===== config.mk =====
export PLATFORM = sky130hd
export DESIGN_NAME = tx_fifo_sched_flat
export DESIGN_NICKNAME = d
export VERILOG_FILES = /design/src/rtl/tx_fifo_sched_if.sv /design/src/rtl/tx_fifo_sched.sv /design/src/flat_wrapper.sv
export SDC_FILE = /design/constraint.sdc
export NUM_CORES = 1
export LEC_CHECK = 0
export ABC_CLOCK_PERIOD_IN_PS = 3700
export CAP_MARGIN = 0
export CORE_ASPECT_RATIO = 1.2
export CORE_UTILIZATION = 46
export DETAILED_ROUTE_END_ITERATION = 8
export PLACE_DENSITY = 0.84
export SLEW_MARGIN = 10
export SYNTH_ARGS = -nofsm -noshare
export SYNTH_HDL_FRONTEND = slang
export SYNTH_SLANG_ARGS = --single-unit

===== constraint.sdc =====
create_clock -name clk -period 3.7 [get_ports clk]
set_input_delay 0.74 -clock clk [delete_from_list [all_inputs] [get_ports clk]]
set_output_delay 0.74 -clock clk [all_outputs]
set_load 0.05 [all_outputs]

===== src/rtl/tx_fifo_sched_if.sv =====
// Handshake/bus bundle between the transmit FIFO scheduler and its surroundings.
// master: requester + FIFO status + serializer ready (drives the scheduler inputs).
// slave : the scheduler itself (drives pop strobe, word qualifiers, status).
interface tx_fifo_sched_if #(
  parameter int WORDS_PER_BLOCK = 4,
  parameter int LEN_W           = 8,
  parameter int CNT_W           = 5
);
  localparam int SIDE_W = $clog2(WORDS_PER_BLOCK);

  // requester / FIFO / serializer side
  logic              start;
  logic [LEN_W-1:0]  num_blocks;
  logic              abort;
  logic              empty;
  logic [CNT_W-1:0]  fifo_count;
  logic              ser_ready;
  // scheduler side
  logic              tx_deq_word;
  logic              word_valid;
  logic              word_last;
  logic [SIDE_W-1:0] side;
  logic [LEN_W-1:0]  blocks_left;
  logic              busy;
  logic              done;
  logic              timeout;

  modport master (
    output start, num_blocks, abort, empty, fifo_count, ser_ready,
    input  tx_deq_word, word_valid, word_last, side, blocks_left, busy, done, timeout
  );

  modport slave (
    input  start, num_blocks, abort, empty, fifo_count, ser_ready,
    output tx_deq_word, word_valid, word_last, side, blocks_left, busy, done, timeout
  );
endinterface


===== src/rtl/tx_fifo_sched.sv =====
// Purpose : drains num_blocks whole blocks (WORDS_PER_BLOCK words each) from the
//           transmit FIFO into the serializer, owning the pop strobe and side index.
// Latency : start -> WAIT_BLK next cycle; first pop one cycle after a whole block is seen.
// Backpress: a word pops only when FIFO non-empty and ser_ready; stalls hold side/blocks_left.
// Ports   : clk, n_rst (async active-low) plus bus (tx_fifo_sched_if.slave):
//           in  start/num_blocks/abort, empty/fifo_count, ser_ready
//           out tx_deq_word, word_valid, word_last, side, blocks_left, busy, done, timeout
// Option  : TX_SCHED_TIMEOUT_EN enables the WAIT_BLK timeout (TIMEOUT_CYC); otherwise
//           the scheduler waits indefinitely and timeout is tied low.
module tx_fifo_sched #(
  parameter int WORDS_PER_BLOCK = 4,
  parameter int LEN_W           = 8,
  parameter int CNT_W           = 5,
  parameter int TIMEOUT_CYC     = 255
) (
  input  logic          clk,
  input  logic          n_rst,
  tx_fifo_sched_if.slave bus
);
  localparam int                SIDE_W    = $clog2(WORDS_PER_BLOCK);
  localparam logic [SIDE_W-1:0] SIDE_LAST = SIDE_W'(WORDS_PER_BLOCK - 1);
  localparam logic [CNT_W-1:0]  BLK_WORDS = CNT_W'(WORDS_PER_BLOCK);
  localparam logic [LEN_W-1:0]  ONE_BLK   = LEN_W'(1);

  // Side index relies on natural wrap, so the block size must be a power of two.
  if (WORDS_PER_BLOCK < 2 || (WORDS_PER_BLOCK & (WORDS_PER_BLOCK - 1)) != 0 ||
      TIMEOUT_CYC < 1) begin : g_param_check
    $error("tx_fifo_sched: bad WORDS_PER_BLOCK or TIMEOUT_CYC");
  end

  typedef enum logic [1:0] {IDLE, WAIT_BLK, SEND, DONE} state_t;

  state_t            state_q, state_d;
  logic [SIDE_W-1:0] side_q, side_d;
  logic [LEN_W-1:0]  blocks_q, blocks_d;
  logic              wvld;
  logic              pop;
  logic              timeout_c;

`ifdef TX_SCHED_TIMEOUT_EN
  localparam int               WAIT_W   = $clog2(TIMEOUT_CYC + 1);
  localparam logic [WAIT_W-1:0] WAIT_MAX = WAIT_W'(TIMEOUT_CYC);
  logic [WAIT_W-1:0] wait_q, wait_d;
`endif

  // Head word is offered whenever we are sending and the FIFO has something.
  assign wvld = (state_q == SEND) && !bus.empty;
  // abort wins over a handshake: no word leaves the FIFO in the abort cycle.
  assign pop  = wvld && bus.ser_ready && !bus.abort;

  assign bus.word_valid  = wvld;
  assign bus.tx_deq_word = pop;
  assign bus.word_last   = wvld && (side_q == SIDE_LAST) && (blocks_q == ONE_BLK);
  assign bus.side        = side_q;
  assign bus.blocks_left = blocks_q;
  assign bus.busy        = (state_q != IDLE);
  assign bus.done        = (state_q == DONE);
  assign bus.timeout     = timeout_c;

  always_comb begin
    state_d   = state_q;
    side_d    = side_q;
    blocks_d  = blocks_q;
    timeout_c = 1'b0;
`ifdef TX_SCHED_TIMEOUT_EN
    // Counter sits at zero outside WAIT_BLK, so every entry starts a fresh wait.
    wait_d    = '0;
`endif
    case (state_q)
      IDLE: begin
        if (bus.start) begin
          side_d = '0;
          if (bus.num_blocks != '0) begin
            blocks_d = bus.num_blocks;
            state_d  = WAIT_BLK;
          end else begin
            blocks_d = '0;
            state_d  = DONE;
          end
        end
      end
      WAIT_BLK: begin
        if (bus.fifo_count >= BLK_WORDS) begin
          state_d = SEND;
        end
`ifdef TX_SCHED_TIMEOUT_EN
        else if (wait_q == WAIT_MAX) begin
          timeout_c = 1'b1;
          state_d   = IDLE;
          side_d    = '0;
          blocks_d  = '0;
        end else begin
          wait_d = wait_q + 1'b1;
        end
`endif
      end
      SEND: begin
        if (pop) begin
          side_d = side_q + 1'b1;
          if (side_q == SIDE_LAST) begin
            // Block complete: each further block must be re-qualified in WAIT_BLK.
            blocks_d = blocks_q - ONE_BLK;
            state_d  = (blocks_q == ONE_BLK) ? DONE : WAIT_BLK;
          end
        end
      end
      DONE: state_d = IDLE;
      default: state_d = IDLE;
    endcase

    if (bus.abort && (state_q != IDLE)) begin
      state_d   = IDLE;
      side_d    = '0;
      blocks_d  = '0;
      timeout_c = 1'b0;
    end
  end

  always_ff @(posedge clk or negedge n_rst) begin
    if (!n_rst) begin
      state_q  <= IDLE;
      side_q   <= '0;
      blocks_q <= '0;
    end else begin
      state_q  <= state_d;
      side_q   <= side_d;
      blocks_q <= blocks_d;
    end
  end

`ifdef TX_SCHED_TIMEOUT_EN
  always_ff @(posedge clk or negedge n_rst) begin
    if (!n_rst) begin
      wait_q <= '0;
    end else begin
      wait_q <= wait_d;
    end
  end
`endif

endmodule


===== src/flat_wrapper.sv =====
// flat-port wrapper written by rule: the top's interface ports become plain ports
module tx_fifo_sched_flat 
#(
  parameter int WORDS_PER_BLOCK = 4,
  parameter int LEN_W           = 8,
  parameter int CNT_W           = 5,
  parameter int TIMEOUT_CYC     = 255
)
  (clk, n_rst, bus_start, bus_num_blocks, bus_abort, bus_empty, bus_fifo_count, bus_ser_ready, bus_tx_deq_word, bus_word_valid, bus_word_last, bus_side, bus_blocks_left, bus_busy, bus_done, bus_timeout);
  tx_fifo_sched_if #(.WORDS_PER_BLOCK(WORDS_PER_BLOCK), .LEN_W(LEN_W), .CNT_W(CNT_W)) bus_i ();
  input  logic clk;
  input  logic n_rst;
  input wire logic [$bits(bus_i.start)-1:0] bus_start;
  input wire logic [$bits(bus_i.num_blocks)-1:0] bus_num_blocks;
  input wire logic [$bits(bus_i.abort)-1:0] bus_abort;
  input wire logic [$bits(bus_i.empty)-1:0] bus_empty;
  input wire logic [$bits(bus_i.fifo_count)-1:0] bus_fifo_count;
  input wire logic [$bits(bus_i.ser_ready)-1:0] bus_ser_ready;
  output wire logic [$bits(bus_i.tx_deq_word)-1:0] bus_tx_deq_word;
  output wire logic [$bits(bus_i.word_valid)-1:0] bus_word_valid;
  output wire logic [$bits(bus_i.word_last)-1:0] bus_word_last;
  output wire logic [$bits(bus_i.side)-1:0] bus_side;
  output wire logic [$bits(bus_i.blocks_left)-1:0] bus_blocks_left;
  output wire logic [$bits(bus_i.busy)-1:0] bus_busy;
  output wire logic [$bits(bus_i.done)-1:0] bus_done;
  output wire logic [$bits(bus_i.timeout)-1:0] bus_timeout;
  assign bus_i.start = bus_start;
  assign bus_i.num_blocks = bus_num_blocks;
  assign bus_i.abort = bus_abort;
  assign bus_i.empty = bus_empty;
  assign bus_i.fifo_count = bus_fifo_count;
  assign bus_i.ser_ready = bus_ser_ready;
  assign bus_tx_deq_word = bus_i.tx_deq_word;
  assign bus_word_valid = bus_i.word_valid;
  assign bus_word_last = bus_i.word_last;
  assign bus_side = bus_i.side;
  assign bus_blocks_left = bus_i.blocks_left;
  assign bus_busy = bus_i.busy;
  assign bus_done = bus_i.done;
  assign bus_timeout = bus_i.timeout;
  tx_fifo_sched #(.WORDS_PER_BLOCK(WORDS_PER_BLOCK), .LEN_W(LEN_W), .CNT_W(CNT_W), .TIMEOUT_CYC(TIMEOUT_CYC)) u_core (.clk(clk), .n_rst(n_rst), .bus(bus_i));
endmodule

==> impl_metrics.tcl <==
set metrics [dict create \
    start_util_pct 48.8 \
    grt_max_degree 19 \
    p_per_area_nw_per_um2 842 \
    max_slew_margin_pct 63.3 \
    finalSetupViolations 0 \
    gp_congestion 0.853 \
    period_share_pct 84.4 \
    finalHoldViolations 0 \
    nets 155 \
    cp.depth 5 \
    clock_path_buffers 2 \
    dp_slack_ns 0.564 \
    cts_buffers 3 \
    cts_sinks 12 \
    area_growth_pct 36.7 \
    hpwl_um 1750 \
    viasPerCell 6.01 \
    overflow 0 \
    fmax_mhz 320 \
    first_iter_violations 31 \
    hp-start "u_core.bus.side[1]" \
    drive_gt1_share_pct 15.3 \
    gr-usage-met3_pct 2.16 \
    seqCellArea_um2 300 \
    worst_pin_slew_ns 0.549 \
    die_w_um 42.2 \
    synth_top_cell_area_share_pct 33.6 \
    slowest_stage "clkdlybuf4s50_1" \
    violations "design-rule violations" \
    ys.flop_type "dfrtp_1" \
    multiInputGateArea_um2 541 \
    coreArea_um2 1830 \
    synthArstFlopShare_pct 100 \
    path_buf_inv 2 \
    cpPeakStageDelay_ns 0.81 \
    fin_ws_ns 0.576 \
    synth.area.top_cells "dfrtp_1 34%, o21ai_2 4.9%, ha_1 4.2%, nor2_1 4.2%, a21oi_1 3.4%" \
    ys_seq_elements 12 \
    setup_tns_ns 0 \
    grt_util_met2_pct 38.5 \
    rows 17 \
    worstPathRequired_ns 2.96 \
    cts.reportedPaths.clkPinSlew_ns 0.07 \
    rr_endpoint "u_core.bus.blocks_left[6]" \
    status "finished with violations" \
    grtUsageMet1_pct 27.4 \
    wl_per_cell_um 15.0 \
    fp.dieArea_um2 2120 \
    reg2reg_depth 6 \
    min_to "u_core.bus.side[1]" \
    antenna_found_initial 0 \
    ios 35 \
    worstSetupStartpointType "primary input" \
    critPathArrivalTime_ns 2.38 \
    crit_path_max_fanout 4 \
    drt-total-wl_um 2240 \
    htreeDepth 1 \
    placed_area_um2 1200 \
    yosys_warnings 0 \
    ys_types 43 \
    r2r_slack_ns 1.91 \
    fillers 155 \
    crit_family "buffers and inverters" \
    path_cells "clkdlybuf4s50_1, nor2_1, nand2_1, nor2_1, clkdlybuf4s50_1" \
    final_area_um2 1220 \
    numPortBuffers 31 \
    critPathCaptureType "output port" \
    drtAntennaViolNets 0 \
    die_h_um 50.3 \
    r2r_start "u_core.bus.blocks_left[0]" \
    syn_inst 100 \
    yosysSeqAreaShare_pct 33.6 \
    drc_errors 1 \
    track_usage_pct 22.5 \
    drv_slew 0 \
    cap_violations 0 \
    synth.avg_cell_area_um2 8.93 \
    firstDrtPassIters 7 \
    period_needed_ns 3.12 \
    path_class "in2out" \
    syn_area_um2 893 \
    cts_resized 0 \
    leakage_nw 0.491 \
    yosysTopAreaCell "dfrtp_1" \
    vias 901 \
    cts_hold_buf 0 \
    synth_edf_count 0 \
    rsz0062_at_grt "false" \
    syn_nets 122 \
    root_buffer "clkbuf_4" \
    post_cts_buffers 0 \
    hold-path-cell-count 1 \
    post-route-util_pct 66.8 \
    cts_tree "yes" \
    grt_pass1_wl_um 3670 \
    skew_ns 0.000385 \
    grt_pass1_vias 887 \
    top_usage_layer "met2" \
    clk_latency_ns 0.27 \
    hp-class "reg2reg" \
    peakVddDrop_uv 407 \
    antenna_cells 0 \
]
[cell type report]
class / count / area share (%)
timing repair buffer: 32 / 25.8
tap: 19 / 1.95
sequential: 12 / 24.6
multi-input combinational: 79 / 44.3
clock buffer: 3 / 1.84
inverter: 5 / 1.54
[layer usage]
layer	routed length [um]	part of all wire, %	vias to the layer above
li1	-	-	443
met1	977	44	427
met2	1140	51	24
met3	81	3.6	7
met4	50	2.2	0
met5	0	0	-
[worst max-delay path by stage]
stage	from	endpoint	slack, ns
floorplan	u_core.state_q[0]	bus_word_last	0.71
finish	bus_empty	bus_word_last	0.58
global placement	bus_empty	bus_word_last	0.61
global route	bus_empty	bus_word_last	0.48
CTS	bus_empty	bus_word_last	0.57
detailed placement	bus_empty	bus_word_last	0.56
[power breakdown]
group | leakage [nW] | internal [W] | switching [W] | total [W]
combinational | 0.322 | 0.000255 | 0.000430 | 0.000685
clock | 0.0138 | 0.0000377 | 0.0000421 | 0.0000797
sequential | 0.154 | 0.000183 | 0.0000799 | 0.000263
total | 0.491 | 0.000476 | 0.000552 | 0.00103
[placed cells by master (no fill, tap or decap), types with 3 or more instances in the layout]
cell type	count
inv_1	3
ha_1	3
nand2_1	6
a31oi_1	4
o21ai_0	3
dfrtp_1	12
a21oi_1	6
clkbuf_4	3
o21ai_2	5
clkdlybuf4s50_1	30
nor3_1	5
nor2_1	10
[worst reg2reg max path: stages (launching register included)]
cell	delay, ns
dfrtp_1	0.45
inv_1	0.09
ha_1	0.23
or4b_1	0.47
o21ai_0	0.16
nor2_1	0.05
a211o_1	0.23
[registers in the layout, summed over array words and instances, names as in the netlist]
register,count
u_core.bus.blocks_left,8
u_core.bus.side,2
u_core.state_q,2
[Yosys cell counts (2+ instances only)]
cell type / number
inv_2: 2
dfrtp_1: 12
inv_1: 3
nand2b_1: 2
and2_1: 2
a31oi_1: 4
a22oi_1: 2
buf_6: 2
nor4_1: 2
a21oi_1: 6
ha_1: 3
nand2_1: 6
nor2_1: 10
nand3_1: 2
o21ai_1: 2
o22ai_1: 2
o21ai_0: 3
o21ai_2: 5
nand3b_1: 2
nor3_1: 5
[through the flow]
stage | hold WS, ns | cells | total power [W]
floorplan | 0.444 | 100 | 0.000760
global placement | 0.518 | 147 | 0.000934
detailed placement | 0.515 | 147 | 0.000946
CTS | 0.539 | 150 | 0.00103
global route | 0.569 | 150 | 0.00109
finish | 0.535 | 150 | 0.00103
[cell families after synthesis]
group,synth area share (%)
compound gates,28.7
fa+ha+maj,4.20
other cells,0.420
simple gates,25.9
flops,33.6
mux,1.26
buf+inv,5.88
(Power assumes the default switching activity.)
==> RTL change: new RTL, same settings <==
The option `TX_SCHED_TIMEOUT_EN` is turned on by a define.
--- a/src/rtl/tx_fifo_sched.sv
+++ b/src/rtl/tx_fifo_sched.sv
@@ -7,6 +7,8 @@
 //           out tx_deq_word, word_valid, word_last, side, blocks_left, busy, done, timeout
 // Option  : TX_SCHED_TIMEOUT_EN enables the WAIT_BLK timeout (TIMEOUT_CYC); otherwise
 //           the scheduler waits indefinitely and timeout is tied low.
+`define TX_SCHED_TIMEOUT_EN
+
 module tx_fifo_sched #(
   parameter int WORDS_PER_BLOCK = 4,
   parameter int LEN_W           = 8,
Check against the original RTL: same outputs for any inputs over 10 cycles, from zero or initial values and one cycle with n_rst low; that may be too few to reach the edited logic, so the function may still have changed.
==> RTL change against the unedited design <==
Sequential cell count is 8 higher; cell area is 49% higher; final cell count is 42% higher; routed wire length is 51% higher; largest power group unchanged; highest routed layer unchanged; core utilization is 2.6 points lower; register-to-register slack worse by 0.31 ns; clock skew is 0.00076 ns higher; total power is 41% higher; synthesized area is 57% higher; worst setup slack worse by 0.41 ns; synthesized cell count is 43% higher; largest cell class unchanged.
==> RTL change: results (changes against the unedited design) <==
| Metric | Value |
|---|---|
| Syn avg cell area | `9.826 um2 (was 8.934 um2)` |
| Post-Synth Adder-Cell Area | `7.124% (was 4.202%)` |
| Worst-Skew Late Latency | `0.31 ns (was 0.27 ns)` |
| Initial drt markers | `46 (was 31)` |
| Largest stage delay on the critical path | `0.79 ns (was 0.81 ns)` |
| Area Growth Syn to Fin | `29.47% (was 36.69%)` |
| Register area | `500.5 um2 (was 300.3 um2)` |
| Synth top cells by count | `20 x dfrtp_1, 14 x nor2_1, 9 x inv_1, 9 x nand2_1 (was 12 x dfrtp_1, 10 x nor2_1, 6 x a21oi_1, 6 x nand2_1)` |
| Final Skew | `0.001146 ns (was 0.0003851 ns)` |
| Fraction of area in multi-input gates | `47.46% (was 44.26%)` |
| Number of global-route vias before repair | `1223 (was 887)` |
| Synthesized Nets | `170 (was 122)` |
| Compound-gate portion of the synthesized area | `12.91% (was 28.71%)` |
| CP startpoint | `u_core.bus.blocks_left[4] (was bus_empty)` |
| Number of detailed-route iterations in the first pass | `5 (was 7)` |
| Hold_sp | `u_core.wait_q[0] (was u_core.bus.side[1])` |
| Top delay family on crit path | `simple AND/OR/NAND/NOR gates (was buffers and inverters)` |
| Met3 WL | `202 um (was 81 um)` |
| Clk sink count | `20 (was 12)` |
| Inverters | `10 (was 5)` |
| Pin count of the biggest net entering global routing | `21 (was 19)` |
| Status | `complete, no violations (was finished, violations left)` |
| Pwr Density | `794.8 nW/um2 (was 841.7 nW/um2)` |
| Detailed Route WL | `3.397 mm (was 2.244 mm)` |
| GRT Util Overall | `22.83% (was 22.46%)` |
| Worst Path Arrival | `2.79 ns (was 2.38 ns)` |
## RTL change: cell types whose count changed after synthesis, moves of 3 or more
cell | before | now
dfrtp_1 | 12 | 20
xor2_1 | 0 | 7
inv_1 | 3 | 9
nand3_1 | 2 | 8
and3_1 | 0 | 5
ha_1 | 3 | 8
xnor2_1 | 0 | 5
a31oi_1 | 4 | 0
mux2_4 | 0 | 4
nor2_1 | 10 | 14
o21ai_2 | 5 | 1
mux2i_1 | 0 | 3
nand2_1 | 6 | 9
nor4b_1 | 0 | 3
## RTL change: per-stage QoR
step	setup WS, ns	hold slack [ns]
2_1_floorplan	0.2649	0.4444
3_3_place_gp	0.5045	0.4804
3_5_place_dp	0.4937	0.4933
4_1_cts	0.1410	0.5105
5_1_grt	0.006669	0.5435
6_report	0.1702	0.5090
## RTL change: logic make-up after synthesis
group	after synthesis
AOI/OAI and AO/OA	22
muxes	7
DFF	20
xor gates and xnor gates	12
adders and majority gates	8
buffers and inverters	11
and+or+nand+nor	63
